### src/rtl/imem_loader.sv
// imem_loader: streams a length-prefixed little-endian program from a byte source into instruction memory.
// Define IMEM_LOADER_CHECKSUM_EN to require a trailing XOR checksum byte before the load is accepted.
module imem_loader #(
    parameter int ADDR_W = 5
) (
    input  logic              clk,
    input  logic              rst,
    input  logic              start,
    input  logic              rx_valid,
    input  logic [7:0]        rx_data,
    output logic              rx_ready,
    output logic              mem_we,
    output logic [ADDR_W-1:0] mem_addr,
    output logic [31:0]       mem_wdata,
    output logic              core_hold,
    output logic              busy,
    output logic              done,
    output logic              error
);
    localparam logic [31:0] DEPTH = 32'(1) << ADDR_W;

    typedef enum logic [2:0] {
        IDLE,
        LEN_LO,
        LEN_HI,
        DATA,
        WRITE,
`ifdef IMEM_LOADER_CHECKSUM_EN
        CSUM,
`endif
        DONE,
        ERR
    } state_t;

    state_t state_reg, state_next;

    logic [7:0]      len_lo_reg;
    logic [15:0]     len_reg;
    logic [ADDR_W:0] word_cnt_reg;
    logic [1:0]      byte_cnt_reg;
    logic [31:0]     word_reg;
`ifdef IMEM_LOADER_CHECKSUM_EN
    logic [7:0]      csum_reg;
`endif

    logic rx_ready_reg, rx_ready_next;
    logic mem_we_reg, mem_we_next;
    logic busy_reg, busy_next;
    logic done_reg, done_next;
    logic error_reg, error_next;
    logic core_hold_reg, core_hold_next;

    logic            accept;
    logic            restart;
    logic            len_bad;
    logic            more_words;
    logic [15:0]     len_next;
    logic [ADDR_W:0] word_inc;

    assign accept     = rx_valid && rx_ready_reg;
    assign restart    = start && (state_reg == IDLE || state_reg == DONE || state_reg == ERR);
    assign len_next   = {rx_data, len_lo_reg};
    assign len_bad    = (len_next == 16'd0) || (32'(len_next) > DEPTH);
    assign word_inc   = word_cnt_reg + 1'b1;
    assign more_words = 32'(word_inc) < 32'(len_reg);

    always_comb begin
        state_next = state_reg;
        case (state_reg)
            IDLE, DONE, ERR: if (restart) state_next = LEN_LO;
            LEN_LO:          if (accept) state_next = LEN_HI;
            LEN_HI:          if (accept) state_next = len_bad ? ERR : DATA;
            DATA:            if (accept && byte_cnt_reg == 2'd3) state_next = WRITE;
`ifdef IMEM_LOADER_CHECKSUM_EN
            WRITE:           state_next = more_words ? DATA : CSUM;
            CSUM:            if (accept) state_next = (rx_data == csum_reg) ? DONE : ERR;
`else
            WRITE:           state_next = more_words ? DATA : DONE;
`endif
            default:         state_next = IDLE;
        endcase
    end

    // Status flags are decoded from the upcoming state and registered, so they are glitch-free
    // and have no combinational path from the byte handshake.
    always_comb begin
        rx_ready_next  = 1'b0;
        mem_we_next    = 1'b0;
        busy_next      = 1'b1;
        done_next      = 1'b0;
        error_next     = 1'b0;
        core_hold_next = 1'b1;
        case (state_next)
            IDLE:                 busy_next = 1'b0;
            LEN_LO, LEN_HI, DATA: rx_ready_next = 1'b1;
`ifdef IMEM_LOADER_CHECKSUM_EN
            CSUM:                 rx_ready_next = 1'b1;
`endif
            WRITE:                mem_we_next = 1'b1;
            DONE: begin
                busy_next      = 1'b0;
                done_next      = 1'b1;
                core_hold_next = 1'b0;
            end
            ERR: begin
                busy_next  = 1'b0;
                error_next = 1'b1;
            end
            default: ;
        endcase
    end

    always_ff @(posedge clk or negedge rst) begin
        if (!rst) begin
            state_reg     <= IDLE;
            rx_ready_reg  <= 1'b0;
            mem_we_reg    <= 1'b0;
            busy_reg      <= 1'b0;
            done_reg      <= 1'b0;
            error_reg     <= 1'b0;
            core_hold_reg <= 1'b1;
        end else begin
            state_reg     <= state_next;
            rx_ready_reg  <= rx_ready_next;
            mem_we_reg    <= mem_we_next;
            busy_reg      <= busy_next;
            done_reg      <= done_next;
            error_reg     <= error_next;
            core_hold_reg <= core_hold_next;
        end
    end

    always_ff @(posedge clk or negedge rst) begin
        if (!rst) begin
            len_lo_reg   <= '0;
            len_reg      <= '0;
            word_cnt_reg <= '0;
            byte_cnt_reg <= '0;
            word_reg     <= '0;
`ifdef IMEM_LOADER_CHECKSUM_EN
            csum_reg     <= '0;
`endif
        end else begin
            if (restart) begin
                word_cnt_reg <= '0;
                byte_cnt_reg <= '0;
`ifdef IMEM_LOADER_CHECKSUM_EN
                csum_reg     <= '0;
`endif
            end
            if (state_reg == LEN_LO && accept) len_lo_reg <= rx_data;
            if (state_reg == LEN_HI && accept) len_reg <= len_next;
            // Shifting in from the top leaves the first byte of each word in bits [7:0].
            if (state_reg == DATA && accept) begin
                word_reg     <= {rx_data, word_reg[31:8]};
                byte_cnt_reg <= byte_cnt_reg + 2'd1;
`ifdef IMEM_LOADER_CHECKSUM_EN
                csum_reg     <= csum_reg ^ rx_data;
`endif
            end
            if (state_reg == WRITE) word_cnt_reg <= word_inc;
        end
    end

    assign rx_ready  = rx_ready_reg;
    assign mem_we    = mem_we_reg;
    assign mem_addr  = word_cnt_reg[ADDR_W-1:0];
    assign mem_wdata = word_reg;
    assign busy      = busy_reg;
    assign done      = done_reg;
    assign error     = error_reg;
    assign core_hold = core_hold_reg;
endmodule
### config.mk
export PLATFORM = sky130hd
export DESIGN_NAME = imem_loader
export DESIGN_NICKNAME = d
export VERILOG_FILES = /design/src/rtl/imem_loader.sv
export SDC_FILE = /design/constraint.sdc
export NUM_CORES = 1
export LEC_CHECK = 0
export CAP_MARGIN = 10
export CORE_MARGIN = 1.5
export CORE_UTILIZATION = 43
export DETAILED_ROUTE_END_ITERATION = 10
export HOLD_SLACK_MARGIN = 0.1
export PLACE_DENSITY = 0.75
export RECOVER_POWER = 100
export SYNTH_ARGS = -nofsm -noshare
export SYNTH_HDL_FRONTEND = slang
export SYNTH_SLANG_ARGS = --single-unit
### constraint.sdc
create_clock -name clk -period 2.25 [get_ports clk]
set_input_delay 0.5625 -clock clk [delete_from_list [all_inputs] [get_ports clk]]
set_output_delay 0.5625 -clock clk [all_outputs]
set_load 0.03 [all_outputs]
==> results of run 1 <==
[routing by layer]
layer / global-route usage (%) / share of wire, % / vias to the layer above
met4: 5.95 / 1.2 / 0
li1: - / - / 1004
met3: 5.33 / 3.8 / 10
met2: 28.4 / 51 / 42
met5: 0 / 0 / -
met1: 21.0 / 44 / 1056
[synth_stat cells (all sizes together) (2+ instances only)]
master / instances / area, um^2
nor2: 10 / 47.6
buf: 13 / 101
a21o: 5 / 37.5
or3: 2 / 17.5
nand2b: 4 / 25.0
nand3: 11 / 55.1
dfrtp: 72 / 1800
o21ai: 12 / 60.1
xor2: 2 / 17.5
and3: 2 / 12.5
mux2: 57 / 642
nand2: 9 / 36.3
o211a: 2 / 20.0
nor3: 3 / 15.0
ha: 7 / 87.6
inv: 8 / 30.0
clkbuf: 2 / 7.51
xnor2: 4 / 42.6
o211ai: 2 / 20.0
nor4: 4 / 25.0
[cells in the final DEF (no fill, tap or decap), drive strengths merged]
master and instances:
nand3 11, a221o 1, mux2i 1, a211oi 1
o21a 1, nand2 9, a221oi 1, xnor2 4
and4 1, o31ai 1, a311oi 1, xor2 2
a21oi 1, dlygate4sd3 44, clkinv 3, bufinv 3
clkbuf 13, dfstp 1, nand2b 4, clkdlybuf4s50 9
o211ai 2, nor3 3, nor4 4, o211a 2
nor2 10, ha 7, or4 1, a21o 5
dfrtp 72, or3 2, nor3b 1, o21ai 12
mux2 57, a32oi 1, buf 13, and3 2
inv 8
[final cells by class]
type	instances	area (um^2)
Fill cell	618	3000
Sequential cell	73	1830
Multi-Input combinational cell	148	1340
Timing Repair Buffer	69	678
Clock buffer	10	138
Tap cell	99	124
Clock inverter	6	105
Inverter	8	30.0
[where the power goes]
part           switching [W]  total [W]  internal [W]
Clock               0.000471    0.00123      0.000761
Combinational        0.00148    0.00280       0.00132
Sequential          0.000427    0.00235       0.00192
[critical path: cells and delay by family]
kind / cells / cell delay (ns)
buffers and inverters: 2 / 0.90
AND/OR/NAND/NOR: 2 / 0.64
multiplexers: 1 / 0.32
[through the flow]
| step | cell area, um^2 | util [%] |
|---|---|---|
| after global routing | 4250 | 58.6 |
| after global placement | 3940 | 54.4 |
| after CTS | 4200 | 57.9 |
| final | 4250 | 58.6 |
| after floorplan | 3230 | - |
| after detailed placement | 3940 | 54.4 |
[cell families (layout without fill, tap and decap cells)]
group,count (synthesis),after routing
xor gates and xnor gates,6,6
adders and majority gates,7,7
and+or+nand+nor,48,48
buffers and inverters,23,93
DFF,73,73
AOI/OAI and AO/OA,29,29
muxes,58,58
[timing repair]
item                                    CTS  global route
setup buffers                             0             1
pin swaps                                 0             4
endpoints found under the setup margin    4             5
hold endpoints to repair                  0             0
resized for setup                         2            11
[worst min-delay path by stage]
stage / cells past startpoint / slack (ns) / endpoint / startpoint
final: 1 / 0.50 / mem_wdata[0] / mem_wdata[0]
after detailed placement: 1 / 0.49 / len_reg[5] / len_reg[5]
after global placement: 1 / 0.49 / len_reg[2] / len_reg[2]
after floorplan: 0 / 0.27 / busy / rst
after CTS: 1 / 0.28 / mem_wdata[10] / rst
after global routing: 1 / 0.52 / mem_wdata[1] / mem_wdata[1]
==> qor.txt, run 1 <==
Tcrit/Tclk final: 97.6%
Async S/R FF share, synth: 100%
Worst-path clk slew: 0.07 ns
min cycle time layout: 2.20 ns
Final #Nets: 328
CP max FO: 11
Tot GR Track Use: 17.1%
Die Height: 89.7 um
vias in the first global route: 2199
Worst slew margin: -13.3%
dominant register cell in the synthesized netlist: dfrtp_1
post-synthesis instance total: 244
xor/xnor cell area share of the yosys netlist: 1.86%
Adder-Cell Fraction of Synth Area: 2.71%
leakage power: 1.94 nW
critical path cell sequence: dlygate4sd3_1 > nand2_1 > or3_1 > clkbuf_2 > mux2_2
maximum root-to-sink buffer count: 2
largest net degree at the start of global routing: 37
Pre-antenna DRT Iters: 4
clk sink count: 73
Final Total Pwr: 0.00638 W
# DRC: 0
compound-gate portion of the synthesized area: 6.38%
max FFs per register: 32
cts hold-fix bufs: 0
number of synthesized flops with an enable pin: 0
remaining global-route overflow: 0
Final ANT Viol Nets: 0
setup slack, reg-to-reg: 0.09 ns
worst r2r src: word_cnt_reg[1]
antenna violations before repair: 0
Min-Delay Path Class: reg2reg
measured slew at the worst slew-check pin: 1.70 ns
pre-CTS setup slack: -0.0624 ns
worst r2r dst: state_reg[1]
setup_tns: 0 ns
Syn Area/Cell: 13.3 um^2
CP peak stage delay: 0.59 ns
mux cell area share after synthesis: 20.2%
worst setup margin: 0.0534 ns
Setup CP Type: in2reg
Worst VDD drop: 0.000775 V
Synthesized Nets: 263
CP Launch Type: primary input
Post-Synth Simple-Gate Area: 8.09%
wire per inst: 15.4 um
Num CTS Buffers: 9
drt via density: 5.11
via count: 2112
diode count: 0
clk root buf: clkbuf_8
Worst Setup EP: len_reg[10]
Worst EP arrival: 2.42 ns
Iteration-0 DRC Markers: 102
share of cells above drive strength 1: 33.4%
die span in x: 89.7 um
status: finished, violations left
clk_skew: 0.0130 ns
final setup vio count: 0
pwr dens: 1500 nW/um^2
maxcap violations: 1
largest family of logic cells by synthesized area: multiplexers
R2R depth: 9
Layout area overhead: 31.4%
Core ar.: 7250 um^2
Final GP Congestion: 0.848
final WL: 6380 um
Core Rows: 31
Max Clk Rate: 455 MHz
yosys warns: 0
Worst path slowest cell: dlygate4sd3_1
Final Hold Slack: 0.503 ns
cell area after synthesis: 3230 um^2
flops & latches, synth: 73
WP data required: 2.47 ns
Yosys cell types: 42
Slew Viols, Final: 29
I/O Buffers: 54
Skew-Pair Late Insertion Delay: 0.35 ns
failing checks: capacitance limit, slew limit
CTS tree: built
fin cells: 413
initial core utilization: 44.6%
first-pass GRT wire length: 10800 um
crit path from: rx_valid
IO Count: 55
register area share after synthesis: 56.5%
CP Capture Type: flop
dpl cells: 396
Final HPWL DP: 4450 um
H-Tree Level Count: 3
die area: 8050 um^2
count of final hold-check violations: 0
No activity file was read; power rests on OpenSTA's default activity.
==> run 2: changes to the inputs <==
- CORE_MARGIN: 1.5 -> unset
- GPL_ROUTABILITY_DRIVEN: unset -> 0
==> run 2 against run 1 <==
Compared with the run above: the flow now finishes without violations; wire length is 3.9% lower; global-route usage about the same; cell area is 1.4% lower; largest power group unchanged; non-clock buffer count unchanged; clock power about the same; critical path depth shrank 3; maximum frequency grew 2.3%; final cell count stayed put; via count down 0.90%; die area shrank 2.2%; clock skew shrank 0.0018 ns.
==> qor.txt, run 2 (synthesized netlist as in run 1, its figures left out) <==
H-Tree Level Count: 3
remaining global-route overflow: 0
clk root buf: clkbuf_8
die span in x: 88.7 um
maximum root-to-sink buffer count: 2
CP max FO: 4
Final ANT Viol Nets: 0
maxcap violations: 0
first-pass GRT wire length: 9970 um
# DRC: 0
Slew Viols, Final: 0
Max Clk Rate: 465 MHz
Pre-antenna DRT Iters: 4
crit path from: word_cnt_reg[2]
Final HPWL DP: 4330 um
Worst EP arrival: 1.59 ns
leakage power: 1.89 nW
CP Capture Type: output port
share of cells above drive strength 1: 32.2%
clk sink count: 73
Setup CP Type: reg2out
Min-Delay Path Class: in2async
Tcrit/Tclk final: 95.5%
I/O Buffers: 54
clk_skew: 0.0113 ns
Core ar.: 7250 um^2
Num CTS Buffers: 9
commonest non-fill, non-tap cells in the layout: dfrtp_1 (70), mux2_2 (57), dlygate4sd3_1 (41)
die area: 7870 um^2
initial core utilization: 44.6%
Layout area overhead: 29.5%
Final Total Pwr: 0.00629 W
Skew-Pair Late Insertion Delay: 0.34 ns
wire per inst: 14.8 um
largest net degree at the start of global routing: 59
CTS tree: built
placed inst area: 3930 um^2
pwr dens: 1500 nW/um^2
max FFs per register: 32
Worst VDD drop: 0.000968 V
drt via density: 5.07
CP Launch Type: flop
RSZ-0062 raised after global routing: no
final instance area: 4190 um^2
IO Count: 55
setup slack, reg-to-reg: 0.11 ns
status: finished, final reports clean
Die Height: 88.7 um
count of final hold-check violations: 0
Worst-path clk slew: 0.08 ns
Core Rows: 31
worst r2r src: word_cnt_reg[1]
vias in the first global route: 2122
Iteration-0 DRC Markers: 99
via count: 2093
final WL: 6130 um
Tot GR Track Use: 17.0%
min cycle time layout: 2.15 ns
Final #Nets: 328
measured slew at the worst slew-check pin: 0.810 ns
Worst slew margin: 46.0%
diode count: 0
final setup vio count: 0
leading cell type in the layout, fill and taps excluded: dfrtp_1
WP data required: 1.69 ns
antenna violations before repair: 0
-- run 2: changes by cell type in the layout (fill, tap and decap cells not counted), moves of 2 or more --
cell,previous run,this run
buf_12,3,1
clkdlybuf4s50_1,9,12
dlygate4sd3_1,44,41
clkinv_2,3,1
clkbuf_1,2,4
clkbuf_4,0,2
-- run 2: worst max-delay path, cell delays in order, from the launching register on --
cell             delay, ns
dfrtp_1               0.42
buf_4                 0.16
clkdlybuf4s50_1       0.66
-- run 2: layer usage --
metal	up-vias	share of wire (%)	track usage (%)
met5	-	0	0
li1	1001	-	-
met3	9	4.2	6.16
met1	1047	45	22.2
met4	0	1.8	5.87
met2	36	49	26.4
-- run 2: cell type report --
cell class | instances | area, um^2
Clock inverter | 5 | 103
Tap cell | 99 | 124
Clock buffer | 11 | 141
Sequential cell | 73 | 1830
Multi-Input combinational cell | 148 | 1310
Timing Repair Buffer | 69 | 649
Fill cell | 606 | 3060
Inverter | 8 | 30.0
-- run 2: power breakdown --
part           leakage, nW  switching, W  total [W]  internal [W]
logic                0.878       0.00144    0.00272       0.00128
clock network        0.120      0.000457    0.00122      0.000765
registers            0.896      0.000433    0.00235       0.00192
total                 1.89       0.00233    0.00629       0.00396
-- run 2: per-stage QoR --
step	instances	hold slack (ns)	setup TNS, ns	setup slack (ns)	util, %
after floorplan	244	0.267	0	0.168	-
after global placement	396	0.489	0	0.0702	54.2
after detailed placement	396	0.495	-0.0239	-0.0239	54.2
after CTS	412	0.121	0	0.0589	57.7
after global routing	413	0.336	0	0.0348	57.8
final	413	0.283	0	0.102	57.8
-- run 2: final timing paths --
check / end / depth (start not counted)
setup / recovery: mem_addr[2] / 2
hold / removal: word_cnt_reg[2] / 1
setup reg to reg: done / 8
hold reg to reg: mem_wdata[4] / 1
max in group asynchronous: len_reg[4] / 2
min in group clk: mem_wdata[4] / 1
-- run 2: what timing repair did --
item,CTS,global route
resized for setup,2,8
hold buffers,0,0
pin swaps,0,3
setup endpoints to repair,2,5
buffers inserted,0,1
==> run 3: changes to the inputs <==
- CORE_MARGIN: unset -> 2
==> run 3 against run 2 <==
Compared with the run above: the run now ends with capacitance limit, slew limit left; die area grew 4.6%; flip-flop and latch count is the same; combinational power is essentially flat; critical endpoint is now busy; sequential share of layout area grew 0.48 points; largest power group unchanged; highest routed layer unchanged; clock-buffer cell count grew 3; wire length grew 1.8%; core utilization shrank 0.71 points; critical path depth grew 6; non-clock buffer count grew 2.
==> qor.txt, run 3 (synthesized netlist as in run 1, its figures left out) <==
Final HPWL DP: 4380 um
share of cells above drive strength 1: 31.3%
Slew Viols, Final: 74
# DRC: 0
Final ANT Viol Nets: 0
status: finished, violations left
final instance area: 4140 um^2
Final #Nets: 330
die span in x: 90.7 um
Layout area overhead: 27.9%
Setup CP Type: reg2reg
Tcrit/Tclk final: 96.4%
final WL: 6240 um
critical path cell sequence: nand3_1 > xnor2_2 > ha_1 > a21o_1 > a21o_1 > a221oi_2 > nor3_2 > o31ai_1
H-Tree Level Count: 3
Worst VDD drop: 0.000743 V
drt via density: 5.07
vias in the first global route: 2200
I/O Buffers: 54
failing checks: capacitance limit, slew limit
Die Height: 90.7 um
placed inst area: 3920 um^2
Layout fillers: 608
count of final hold-check violations: 0
Final Total Pwr: 0.00609 W
via count: 2105
setup_tns: 0 ns
Pre-antenna DRT Iters: 4
maximum root-to-sink buffer count: 2
first-pass GRT wire length: 10600 um
antenna violations before repair: 0
post-route core utilization: 57.0%
Worst path slowest cell: dfrtp_1
maxcap violations: 1
clk sink count: 73
initial core utilization: 44.6%
Tot GR Track Use: 16.2%
Core Rows: 31
Worst slew margin: -14.7%
Skew-Pair Late Insertion Delay: 0.34 ns
remaining global-route overflow: 0
wire per inst: 15.0 um
Max Clk Rate: 461 MHz
Iteration-0 DRC Markers: 125
WP data required: 2.49 ns
CP peak stage delay: 0.41 ns
largest net degree at the start of global routing: 74
leading cell type in the layout, fill and taps excluded: dfrtp_1
cts hold-fix bufs: 0
CP Capture Type: flop
max FFs per register: 32
Worst-path clk slew: 0.07 ns
Min-Delay Path Class: reg2reg
commonest non-fill, non-tap cells in the layout: dfrtp_1 (72), mux2_2 (57), dlygate4sd3_1 (42)
pwr dens: 1470 nW/um^2
leakage power: 1.89 nW
Worst EP arrival: 2.41 ns
Num CTS Buffers: 9
IO Count: 55
CP max FO: 5
min cycle time layout: 2.17 ns
CP most frequent cell: a21o_1
final setup vio count: 0
CP Launch Type: flop
measured slew at the worst slew-check pin: 1.72 ns
clk root buf: clkbuf_8
Core ar.: 7250 um^2
diode count: 0
clk_skew: 0.00814 ns
CTS tree: built
die area: 8230 um^2
## run 3: cell count changes in the layout (fill, tap and decap cells not counted), moves of 2 or more
cell       delta
dfrtp_2       -2
dfrtp_1       +2
bufinv_16     -2
buf_4         +4
clkbuf_4      -2
## run 3: timing repair
item	CTS	global route
gates resized for setup	2	3
setup buffers	0	4
pin swaps	0	3
setup endpoints to repair	1	5
## run 3: final cells by class
| cell class | instances | area [um^2] | share of cell area (%) |
|---|---|---|---|
| Clock buffer | 14 | 163 | 3.93 |
| Clock inverter | 2 | 37.5 | 0.907 |
| Inverter | 8 | 30.0 | 0.726 |
| Multi-Input combinational cell | 148 | 1290 | 31.1 |
| Sequential cell | 73 | 1830 | 44.2 |
| Tap cell | 99 | 124 | 2.99 |
| Timing Repair Buffer | 71 | 667 | 16.1 |
## run 3: final timing paths
path                                 start       endpoint  slack (ns)  cells past startpoint
max reg2reg                word_cnt_reg[1]           busy        0.08                      8
min reg2reg                   mem_wdata[5]   mem_wdata[5]        0.50                      1
max in group asynchronous              rst  len_lo_reg[1]        0.46                      2
min                           mem_wdata[5]   mem_wdata[5]        0.50                      1
min in group asynchronous              rst         mem_we        0.76                      2
max                        word_cnt_reg[1]           busy        0.08                      8
## run 3: per-layer routing
metal  vias to the layer above  wire [um]  global-route usage (%)  part of all wire [%]
met5                         -          0                       0                     0
met4                         0         99                    4.74                   1.6
met3                        10        266                    5.51                   4.3
met2                        50       3190                    27.1                    51
met1                      1045       2680                    20.0                    43
li1                       1000          -                       -                     -
## run 3: critical path, delay by kind of cell, from the launching register on
family,cells,cell delay [ns]
compound gates,4,0.89
flops,1,0.41
fa+ha+maj,1,0.28
simple gates,2,0.27
xor+xnor,1,0.22
## run 3: power by group
part           internal (W)  switching, W
clock              0.000574      0.000434
combinational       0.00129       0.00144
sequential          0.00192      0.000433
## run 3: per-stage QoR
stage                     instances  setup WS, ns  hold WS, ns
after floorplan                 244         0.168        0.267
after global placement          395        0.0689        0.489
after detailed placement        395       -0.0265        0.494
after CTS                       411        0.0437        0.255
after global routing            415       -0.0340        0.525
final                           415        0.0802        0.503
